## config.mk

```make
export PLATFORM = sky130hd
export DESIGN_NAME = rom_port_arbiter
export DESIGN_NICKNAME = d
export VERILOG_FILES = /design/src/rtl/rom_port_arbiter.sv
export SDC_FILE = /design/constraint.sdc
export NUM_CORES = 1
export LEC_CHECK = 0
export CAP_MARGIN = 30
export CELL_PAD_IN_SITES_DETAIL_PLACEMENT = 1
export CELL_PAD_IN_SITES_GLOBAL_PLACEMENT = 1
export CORE_MARGIN = 3
export CORE_UTILIZATION = 31
export CTS_BUF_LIST = sky130_fd_sc_hd__clkbuf_4 sky130_fd_sc_hd__clkbuf_8
export DETAILED_ROUTE_END_ITERATION = 7
export PLACE_DENSITY_LB_ADDON = 0.1
export SKIP_LAST_GASP = 1
export SLEW_MARGIN = 20
export SYNTH_ARGS = -nofsm -noshare
export SYNTH_HDL_FRONTEND = slang
export SYNTH_SLANG_ARGS = --single-unit
```

## constraint.sdc

```tcl
create_clock -name clk_i -period 4.4 [get_ports clk_i]
set_clock_uncertainty 0.2 [all_clocks]
set_input_delay 1.32 -clock clk_i [delete_from_list [all_inputs] [get_ports clk_i]]
set_output_delay 1.32 -clock clk_i [all_outputs]
set_load 0.005 [all_outputs]
```

## src/rtl/rom_port_arbiter.sv

```systemverilog
// -----------------------------------------------------------------------------
// rom_port_arbiter
//
// Shares one single-port synchronous ROM (1-cycle read latency) between the
// core's instruction-fetch port and its data-load port.
//
// Each cycle at most one requester is granted. The grant is combinational, and
// so are the ROM enable and word address, so the ROM samples the winner's
// address on the grant edge. One cycle later a registered tag routes the ROM
// data back to the winner and pulses that port's rvalid for one cycle. Each
// port keeps its last read data in a hold register, so its rdata stays stable
// between responses.
//
// Addresses beyond the ROM are still granted and still use a ROM cycle. Their
// data is returned as zero and the port's err flag is raised. A saturating
// counter records every cycle in which both ports request.
//
// Parameters
//   MEM_DEPTH   ROM depth in 32-bit words (power of two)
//   FIXED_PRIO  0: round-robin on contention, 1: instruction port always wins
//
// Ports
//   clk_i            system clock
//   rst_i            synchronous active-high reset
//   insn_req_i       fetch request
//   insn_addr_i      fetch byte address
//   insn_gnt_o       fetch accepted this cycle (combinational)
//   insn_rvalid_o    fetch data valid
//   insn_rdata_o     fetch read data (held between responses)
//   insn_err_o       fetch address out of range (valid with rvalid)
//   mem_req_i        load request
//   mem_addr_i       load byte address
//   mem_gnt_o        load accepted this cycle (combinational)
//   mem_rvalid_o     load data valid
//   mem_rdata_o      load read data (held between responses)
//   mem_err_o        load address out of range (valid with rvalid)
//   rom_en_o         ROM read enable
//   rom_addr_o       ROM word address
//   rom_rdata_i      ROM data, valid one cycle after rom_en_o
//   conflict_cnt_o   saturating count of cycles with both ports requesting
// -----------------------------------------------------------------------------
module rom_port_arbiter #(
    parameter int MEM_DEPTH  = 256,
    parameter bit FIXED_PRIO = 1'b0
) (
    input  logic                         clk_i,
    input  logic                         rst_i,

    input  logic                         insn_req_i,
    input  logic [31:0]                  insn_addr_i,
    output logic                         insn_gnt_o,
    output logic                         insn_rvalid_o,
    output logic [31:0]                  insn_rdata_o,
    output logic                         insn_err_o,

    input  logic                         mem_req_i,
    input  logic [31:0]                  mem_addr_i,
    output logic                         mem_gnt_o,
    output logic                         mem_rvalid_o,
    output logic [31:0]                  mem_rdata_o,
    output logic                         mem_err_o,

    output logic                         rom_en_o,
    output logic [$clog2(MEM_DEPTH)-1:0] rom_addr_o,
    input  logic [31:0]                  rom_rdata_i,

    output logic [15:0]                  conflict_cnt_o
);

    localparam int ADDR_W = $clog2(MEM_DEPTH);

    // True when any byte-address bit above the ROM's word range is set.
    function automatic logic addr_out_of_range(input logic [31:0] addr);
        return ((addr >> (ADDR_W + 2)) != 32'd0);
    endfunction

    // Word index inside the ROM. The two byte-offset bits are dropped, so
    // misaligned addresses simply read the containing word.
    function automatic logic [ADDR_W-1:0] word_index(input logic [31:0] addr);
        return addr[ADDR_W+1:2];
    endfunction

    // ------------------------------------------------------------------------
    // Signals
    // ------------------------------------------------------------------------
    logic              both_req_s;
    logic              insn_win_s;
    logic              mem_win_s;
    logic              any_gnt_s;
    logic [31:0]       win_addr_s;
    logic              win_err_s;
    logic [ADDR_W-1:0] rom_addr_s;
    logic [31:0]       insn_rdata_s;
    logic [31:0]       mem_rdata_s;

    logic              prio_insn_r;     // 1: insn wins the next contended cycle
    logic [ADDR_W-1:0] last_addr_r;     // ROM address to keep driving while idle
    logic              insn_rvalid_r;
    logic              mem_rvalid_r;
    logic              insn_err_r;
    logic              mem_err_r;
    logic [31:0]       insn_hold_r;
    logic [31:0]       mem_hold_r;
    logic [15:0]       conflict_cnt_r;

    assign both_req_s = insn_req_i & mem_req_i;

    // Arbitration. No grant is issued while reset is held, so a reset
    // cannot start a read whose response would appear after reset releases.
    always_comb begin
        insn_win_s = 1'b0;
        mem_win_s  = 1'b0;
        if (rst_i) begin
            insn_win_s = 1'b0;
            mem_win_s  = 1'b0;
        end else if (both_req_s) begin
            if ((FIXED_PRIO == 1'b1) || prio_insn_r) begin
                insn_win_s = 1'b1;
            end else begin
                mem_win_s  = 1'b1;
            end
        end else if (insn_req_i) begin
            insn_win_s = 1'b1;
        end else if (mem_req_i) begin
            mem_win_s  = 1'b1;
        end else begin
            insn_win_s = 1'b0;
            mem_win_s  = 1'b0;
        end
    end

    assign any_gnt_s  = insn_win_s | mem_win_s;
    assign win_addr_s = insn_win_s ? insn_addr_i : mem_addr_i;
    assign win_err_s  = addr_out_of_range(win_addr_s);

    // ROM address: the winner's word index on a grant, the previous address
    // while idle, and zero while reset is held.
    always_comb begin
        rom_addr_s = last_addr_r;
        if (rst_i) begin
            rom_addr_s = {ADDR_W{1'b0}};
        end else if (any_gnt_s) begin
            rom_addr_s = word_index(win_addr_s);
        end else begin
            rom_addr_s = last_addr_r;
        end
    end

    // Read data: live masked ROM data in the response cycle, otherwise the
    // port's held copy of its last response.
    assign insn_rdata_s = insn_rvalid_r ? (insn_err_r ? 32'h0000_0000 : rom_rdata_i)
                                        : insn_hold_r;
    assign mem_rdata_s  = mem_rvalid_r  ? (mem_err_r  ? 32'h0000_0000 : rom_rdata_i)
                                        : mem_hold_r;

    // Arbitration state: round-robin pointer and idle ROM address.
    always_ff @(posedge clk_i) begin
        if (rst_i) begin
            prio_insn_r <= 1'b1;
            last_addr_r <= {ADDR_W{1'b0}};
        end else begin
            // The pointer moves only on contention; after a contended grant
            // the loser gets priority next time.
            if (both_req_s && any_gnt_s) begin
                prio_insn_r <= mem_win_s;
            end
            if (any_gnt_s) begin
                last_addr_r <= rom_addr_s;
            end
        end
    end

    // Response tag: which port owns the ROM data next cycle, and its err flag.
    always_ff @(posedge clk_i) begin
        if (rst_i) begin
            insn_rvalid_r <= 1'b0;
            mem_rvalid_r  <= 1'b0;
            insn_err_r    <= 1'b0;
            mem_err_r     <= 1'b0;
        end else begin
            insn_rvalid_r <= insn_win_s;
            mem_rvalid_r  <= mem_win_s;
            // A port's err flag changes only when that port is granted.
            if (insn_win_s) begin
                insn_err_r <= win_err_s;
            end
            if (mem_win_s) begin
                mem_err_r <= win_err_s;
            end
        end
    end

    // Per-port hold registers capture each response as it is delivered.
    always_ff @(posedge clk_i) begin
        if (rst_i) begin
            insn_hold_r <= 32'h0000_0000;
            mem_hold_r  <= 32'h0000_0000;
        end else begin
            if (insn_rvalid_r) begin
                insn_hold_r <= insn_rdata_s;
            end
            if (mem_rvalid_r) begin
                mem_hold_r <= mem_rdata_s;
            end
        end
    end

    // Saturating contention counter. Only reset clears it.
    always_ff @(posedge clk_i) begin
        if (rst_i) begin
            conflict_cnt_r <= 16'h0000;
        end else if (both_req_s && (conflict_cnt_r != 16'hFFFF)) begin
            conflict_cnt_r <= conflict_cnt_r + 16'h0001;
        end
    end

    // ------------------------------------------------------------------------
    // Outputs
    // ------------------------------------------------------------------------
    assign insn_gnt_o     = insn_win_s;
    assign mem_gnt_o      = mem_win_s;
    assign rom_en_o       = any_gnt_s;
    assign rom_addr_o     = rom_addr_s;
    assign insn_rvalid_o  = insn_rvalid_r;
    assign mem_rvalid_o   = mem_rvalid_r;
    assign insn_rdata_o   = insn_rdata_s;
    assign mem_rdata_o    = mem_rdata_s;
    assign insn_err_o     = insn_err_r;
    assign mem_err_o      = mem_err_r;
    assign conflict_cnt_o = conflict_cnt_r;

endmodule
```

==> impl_metrics.py <==
metrics = {
    "place": {
        "gp_congestion": 0.746,
        "place_hpwl_um": 10300,
        "io_buffers": 190,
        "placed_cells": 873,
    },
    "setup_path": {
        "worst_r2r_endpoint": "conflict_cnt_o[11]",
        "startpoint_type": "input port",
        "path_max_fanout": 4,
        "path_class": "in -> out",
        "cp.required_ns": 2.88,
        "reg2reg_depth": 4,
        "r2r_start": "conflict_cnt_o[2]",
        "arrival_ns": 2.75,
        "reg2reg_slack_ns": 2.11,
        "critPathCaptureType": "output pin",
    },
    "synth": {
        "synth.distinct_cells": 33,
        "synth-edff-count": 0,
        "syn_area_per_cell_sq_um": 7.68,
        "synth_nets": 624,
        "synth.top_cell.area_share": 0.463,
        "ys_ff_latch": 93,
        "yosysTopAreaCell": "dfxtp_1",
        "synth.top_cells.by_area": "dfxtp_1 (46%), and2_1 (10%), o21ai_0 (9.1%), nand2_1 (7.7%), inv_1 (6.5%)",
        "synth_cells": 523,
        "synthArstFlopShare": 0,
        "synth_area_sq_mm": 0.00402,
        "ys.warnings.count": 0,
        "synthFlopType": "dfxtp_1",
        "seq_area_frac_synth": 0.463,
    },
    "route": {
        "route.detailed.drc": 0,
        "viasPerCell": 4.77,
        "final_antenna_net_count": 0,
        "first_iter_violations": 120,
        "route.vias.total": 4270,
        "totalWireLength_um": 13800,
        "routedWlPerCell_um": 15.4,
        "drtPass1Iterations": 4,
    },
    "cells_and_area": {
        "final_cells": 895,
        "multi_input_area_sq_mm": 0.00180,
        "regArea_sq_mm": 0.00186,
        "antennaDiodeCount": 0,
        "layout-drive-gt1-share": 0.0839,
        "nets": 823,
        "fin_util": 0.523,
        "num-fill-cells": 1517,
        "area_growth_pct": 60.7,
        "final_common_cell": "clkdlybuf4s50_1",
        "final_cell_mix": "clkdlybuf4s50_1 (179), dfxtp_1 (93), nand2_1 (82), o21ai_0 (73), inv_1 (68)",
    },
    "sta": {
        "rsz0062_at_grt": "no",
        "fmax_mhz": 234,
        "drv_slew": 0,
        "timing.final.hold_violations": 0,
        "worstMarginPinSlew_ns": 0.547,
        "relSlewSlack": 0.632,
        "finalSetupViolCount": 0,
        "finalCritPeriodShare": 0.969,
        "fin_crit_ns": 4.27,
    },
    "clock_tree": {
        "clkLatencyLatePin_ns": 0.37,
        "holdBufCountCts": 0,
        "htree_levels": 3,
        "clockRootBuffer": "clkbuf_8",
        "numCtsBuffers": 9,
        "clkSlewWorstSetupHoldPaths_ns": 0.08,
        "cts_max_path_buffers": 2,
        "cts_tree": "yes",
        "cts_sinks": 93,
    },
    "global_routing": {
        "grt_pass1_vias": 4643,
        "overflow": 0,
        "grt_pass1_wl_um": 22600,
        "grt_max_degree": 39,
        "grt_antenna_before_repair": 0,
        "track_usage": 0.195,
    },
    "worst_hold_path": {
        "worstHoldStart": "last_addr_r[2]",
        "whs_path_depth": 2,
        "hold_path_end": "last_addr_r[2]",
        "hold_path.class": "reg -> reg",
    },
    "run_status": {
        "status": "complete, no violations",
    },
    "die": {
        "coreArea_sq_mm": 0.0124,
        "ios": 195,
        "die_w_um": 120,
        "start_util": 0.325,
        "rows": 40,
        "die_area_sq_mm": 0.0144,
        "die_y_um": 120,
    },
    "power": {
        "power.leakage_nw": 2.36,
        "vdd_drop_max_uv": 118,
        "powerDensity_mw_per_mm2": 287,
    },
    "job": {
        "drv_cap": 0,
    },
}
[layer usage]
layer,vias to the layer above,global-route usage,share of wire
li1,2104,-,-
met1,2032,0.221,0.41
met2,122,0.358,0.51
met3,12,0.0528,0.062
met4,0,0.0537,0.012
met5,-,0,0
[cells in the mapped netlist (all sizes together), types with 4 or more instances]
| cell type | instances |
|---|---|
| nand3 | 5 |
| a21oi | 33 |
| a22oi | 8 |
| or4 | 8 |
| nand2 | 82 |
| o31ai | 5 |
| inv | 70 |
| nor4 | 12 |
| dfxtp | 93 |
| nor2b | 4 |
| or3 | 9 |
| and2 | 64 |
| o21ai | 74 |
| clkbuf | 29 |
[critical path, cell delays in order]
cell and delay, ns:
dlygate4sd2_1 0.29, a211oi_2 0.27, buf_4 0.16, buf_4 0.11, buf_4 0.10, a22oi_1 0.09
a21oi_1 0.14, dlygate4sd2_1 0.27
[kinds of logic (layout without fill, tap and decap cells)]
kind of cell,count (synthesis),count (layout),share of synthesized area
compound gates,126,126,0.170
xor+xnor,1,1,0.00218
fa+ha+maj,1,1,0.00311
buf+inv,101,305,0.0950
flops,93,93,0.463
mux,2,2,0.00560
simple gates,199,199,0.261
[worst max-delay path by stage]
stage / startpoint / to / slack (ns) / cells past startpoint
global placement: mem_req_i / rom_addr_o[5] / -0.35 / 7
floorplan: rst_i / rom_addr_o[0] / 0.43 / 6
global route: insn_req_i / rom_addr_o[4] / 0.02 / 8
CTS: mem_req_i / rom_addr_o[5] / -0.09 / 8
finish: insn_req_i / rom_addr_o[4] / 0.13 / 8
detailed placement: mem_req_i / rom_addr_o[5] / -0.32 / 7
[metrics by stage]
step	hold WS (ns)	instance area, sq um	worst slack, ns	power, mW	setup TNS, ns
4_1_cts	0.281	6460	-0.0924	1.89	-0.277
2_1_floorplan	0.244	4020	0.428	1.01	0
3_3_place_gp	0.256	6190	-0.354	1.24	-2.18
5_1_grt	0.315	6460	0.0184	1.96	0
6_report	0.275	6460	0.134	1.86	0
3_5_place_dp	0.267	6190	-0.324	1.25	-2.18
[power breakdown]
part	internal [mW]	total, mW	leakage [nW]	switching [mW]
sequential	0.873	0.885	0.756	0.0120
combinational	0.204	0.338	1.49	0.134
clock	0.327	0.632	0.110	0.305
[state kept, by name, indices dropped and copies added (netlist names)]
name            count
insn_hold_r        32
mem_hold_r         32
conflict_cnt_o     16
last_addr_r         8
insn_err_o          1
insn_rvalid_o       1
mem_err_o           1
mem_rvalid_o        1
prio_insn_r         1
[area by class of cell]
cell class,instances,share of cell area
Clock inverter,6,0.0134
Multi-Input combinational cell,329,0.279
Clock buffer,10,0.0203
Inverter,70,0.0409
Timing Repair Buffer,219,0.326
Tap cell,168,0.0325
Sequential cell,93,0.288
[repair_timing]
action,CTS,global route
endpoints found under the setup margin,9,7
gates cloned,1,0
pin swaps,3,1
gates resized for setup,17,6
setup buffers,5,0
No activity file was read; power rests on OpenSTA's default activity.
==> patch 1 (same settings) <==
Register the output `conflict_cnt_o` once more, with the module's reset; this adds one clock of latency there. The other outputs are not delayed to match. Comments in the files are not updated.
--- a/src/rtl/rom_port_arbiter.sv
+++ b/src/rtl/rom_port_arbiter.sv
@@ -227,6 +227,12 @@
     assign mem_rdata_o    = mem_rdata_s;
     assign insn_err_o     = insn_err_r;
     assign mem_err_o      = mem_err_r;
-    assign conflict_cnt_o = conflict_cnt_r;
+    always_ff @(posedge clk_i) begin
+        if (rst_i) begin
+            conflict_cnt_o <= '0;
+        end else begin
+            conflict_cnt_o <= conflict_cnt_r;
+        end
+    end
 
 endmodule
Behaviour: not the same (Yosys sat finds a counterexample within 4 cycles, from zero or initial values and one cycle with rst_i high).
==> patch 1 against the original RTL <==
Utilization fell by 2.9 points. Sequential cell count grew 16. Power up 13%. Setup slack better by 0.011 ns. Cell area increased by 6.5%. Clock power is 12% higher. Routed wire length is 2.8% higher. Hold slack gained 0.0028 ns. Synthesized area increased by 11%. Critical path depth up 1. Cell count grew 3.6%.
==> patch 1: results (changes against the original RTL) <==
[status]
outcome = finished clean

[global_route]
grt_max_degree = 53  ; +36%
grt_pass1_wl_mm = 22.9  ; +1.2%
use_met2_pct = 31.4  ; -4.4 points
track_usage_pct = 17.6  ; -1.9 points
grt_pass1_vias = 4591  ; -1.1%
grtUsageMet1_pct = 20.5  ; -1.6 points

[yosys]
synth_commonest_cells = dfxtp_1 (109), nand2_1 (80), and2_1 (69), inv_1 (66), o21ai_0 (66)
synth_mux_area_share_pct = 2.53  ; +2.0 points
synth_compound_area_share_pct = 13.1  ; -3.9 points
synth_nets = 649  ; +4.0%
synth.area.top_cells = dfxtp_1 (49%), and2_1 (9.7%), o21ai_0 (7.4%), nand2_1 (6.8%), inv_1 (5.6%)
synth_fa_ha_area_share_pct = 0.281  ; -0.030 points
synth_xor_area_share_pct = 0.197  ; -0.021 points
synth.distinct_cells = 37  ; +12%

[placed_design]
dp_cells = 904  ; +3.6%
place.gp.congestion = 0.784  ; +5.1%
dpl_cell_area_mm2 = 0.00658  ; +6.3%
place_ws_ns = -0.357  ; -0.0331 ns

[routing]
wl_per_cell_um = 15.3  ; -0.79%
wl_met1_mm = 5.96  ; +5.1%
met2_wirelength_mm = 7.14  ; +0.83%
dr_wl_met3_um = 758  ; -12%

[power]
p_leak_nw = 2.59  ; +10%
swShare_pct = 23.8  ; -0.54 points
p_per_area_mw_per_mm2 = 304  ; +5.8%
ir_drop_v = 0.000170  ; +44%

[finish]
fill_cells = 1654  ; +9.0%
drive_gt1_share_pct = 8.57  ; +0.18 points

[clock_tree]
path_clk_slew_ns = 0.10  ; +0.02 ns
cts_resized = 13  ; -4

patch 1: cell count changes after synthesis, moves of 5 or more:
cell,delta
dfxtp_1,+16
nor2_1,+8
nor3_1,+5
and2_1,+5
and3_1,+5
or4_1,-7
o21ai_0,-7
a21oi_1,-7
mux2_2,+8
or3_1,-7
nor2b_1,+14
patch 1: worst paths after layout:
check | start | to | slack (ns) | cells after the start
worst min register to register | last_addr_r[3] | last_addr_r[3] | 0.28 | 2
worst min-delay path | last_addr_r[3] | last_addr_r[3] | 0.28 | 2
worst max-delay path | insn_req_i | rom_addr_o[2] | 0.15 | 9
worst max register to register | conflict_cnt_r[0] | conflict_cnt_r[1] | 2.05 | 5
patch 1: area by class of cell:
type / count / area, um^2 / area share (%)
tap: 180 / 225 / 3.27
clock inverter: 4 / 77.6 / 1.13
inverter: 66 / 248 / 3.60
clock buffer: 12 / 159 / 2.31
timing repair buffer: 214 / 2070 / 30.1
multi-input combinational: 342 / 1910 / 27.8
sequential: 109 / 2180 / 31.7
==> patch 2 (config.mk and constraints unchanged) <==
Without the edit above. `MEM_DEPTH`: 256 -> 512.
--- a/src/rtl/rom_port_arbiter.sv
+++ b/src/rtl/rom_port_arbiter.sv
@@ -40,7 +40,7 @@
 //   conflict_cnt_o   saturating count of cycles with both ports requesting
 // -----------------------------------------------------------------------------
 module rom_port_arbiter #(
-    parameter int MEM_DEPTH  = 256,
+    parameter int MEM_DEPTH  = 512,
     parameter bit FIXED_PRIO = 1'b0
 ) (
     input  logic                         clk_i,
Interface: changed (resized rom_addr_o); port bits go from 195 to 196. The function was not compared with the original's and may differ.
==> patch 2 against the original RTL <==
Routed wire length up 2.3%. Combinational power grew 3%. Synthesized area is 1.9% higher. Synthesized cell count stayed put. Power decreased by 0.68%. Cell area grew 1.6%. Critical endpoint is now mem_gnt_o. Setup slack worse by 0.053 ns. Utilization shrank 0.88 points. Die area increased by 1.8%. Sequential cell count up 1. Largest cell class unchanged.
==> patch 2: results (changes against the original RTL) <==
[finish]
multi_input_comb_cells = 328  ; -0.30%
final-clk-cell-share_pct = 3.18  ; -0.19 points
drive_gt1_share_pct = 8.24  ; -0.15 points
nets = 824  ; +0.12%
buf_share_pct = 32.8  ; +0.21 points
fill_cells = 1535  ; +1.2%

[routing]
met2_wirelength_mm = 7.36  ; +3.9%
via_count = 4261  ; -0.21%
drt-total-wl_mm = 14.1  ; +2.3%
drtIter0Drc = 190  ; +58%

[placed_design]
portBuffers = 191  ; +0.53%
dpl_cell_area_mm2 = 0.00627  ; +1.3%
place_ws_ns = -0.274  ; +0.0503 ns
dp_hpwl_mm = 10.2  ; -1.0%

[status]
outcome = finished clean

[setup_path]
reg2reg_depth = 5  ; +1
r2r_end = conflict_cnt_o[14]
reg2reg_slack_ns = 2.34  ; +0.23 ns

[power]
ir_drop_v = 0.000150  ; +27%
swShare_pct = 24.9  ; +0.50 points
switching_power_mw = 0.458  ; +1.4%
p_clk_share_pct = 32.5  ; -1.6 points

[clock_tree]
cts_resized = 7  ; -10
postCtsSetupRepairBufs = 2  ; -3

[hold_path]
hold_end = last_addr_r[8]
worstHoldStart = last_addr_r[8]

[yosys]
synth.area.top_cells = dfxtp_1 (46%), and2_1 (10%), o21ai_0 (7.9%), nand2_1 (7.6%), inv_1 (6.3%)
synth_commonest_cells = dfxtp_1 (94), nand2_1 (83), inv_1 (69), and2_1 (67), o21ai_0 (65)
synth_mux_area_share_pct = 1.07  ; +0.51 points
synth_fa_ha_area_share_pct = 0.306  ; -0.0057 points
seq_area_frac_synth_pct = 46.0  ; -0.36 points
synth_xor_area_share_pct = 0.214  ; -0.0040 points

[global_route]
grt_max_degree = 72  ; +85%

[timing]
holdWs_ns = 0.279  ; +0.00392 ns

-- patch 2: changes by cell type after synthesis, sizes merged, moves of 3 or more --
| cell | before | now |
|---|---|---|
| nor2 | 3 | 6 |
| and2 | 64 | 67 |
| and4 | 1 | 7 |
| o21ai | 74 | 66 |
| or4 | 8 | 5 |
| buf | 2 | 5 |
| a21oi | 33 | 30 |
| o311ai | 0 | 3 |
| o41ai | 0 | 3 |
| or3 | 9 | 2 |
| nor4 | 12 | 8 |
| nor3 | 3 | 6 |
-- patch 2: how the worst max path moves through the flow --
stage	slack, ns	endpoint	startpoint
after detailed placement	-0.27	rom_addr_o[6]	rst_i
after CTS	-0.24	rom_addr_o[6]	mem_req_i
after global routing	0.02	mem_gnt_o	insn_req_i
after global placement	-0.22	rom_addr_o[5]	rst_i
after floorplan	0.58	rom_addr_o[0]	insn_req_i
final	0.08	mem_gnt_o	insn_req_i
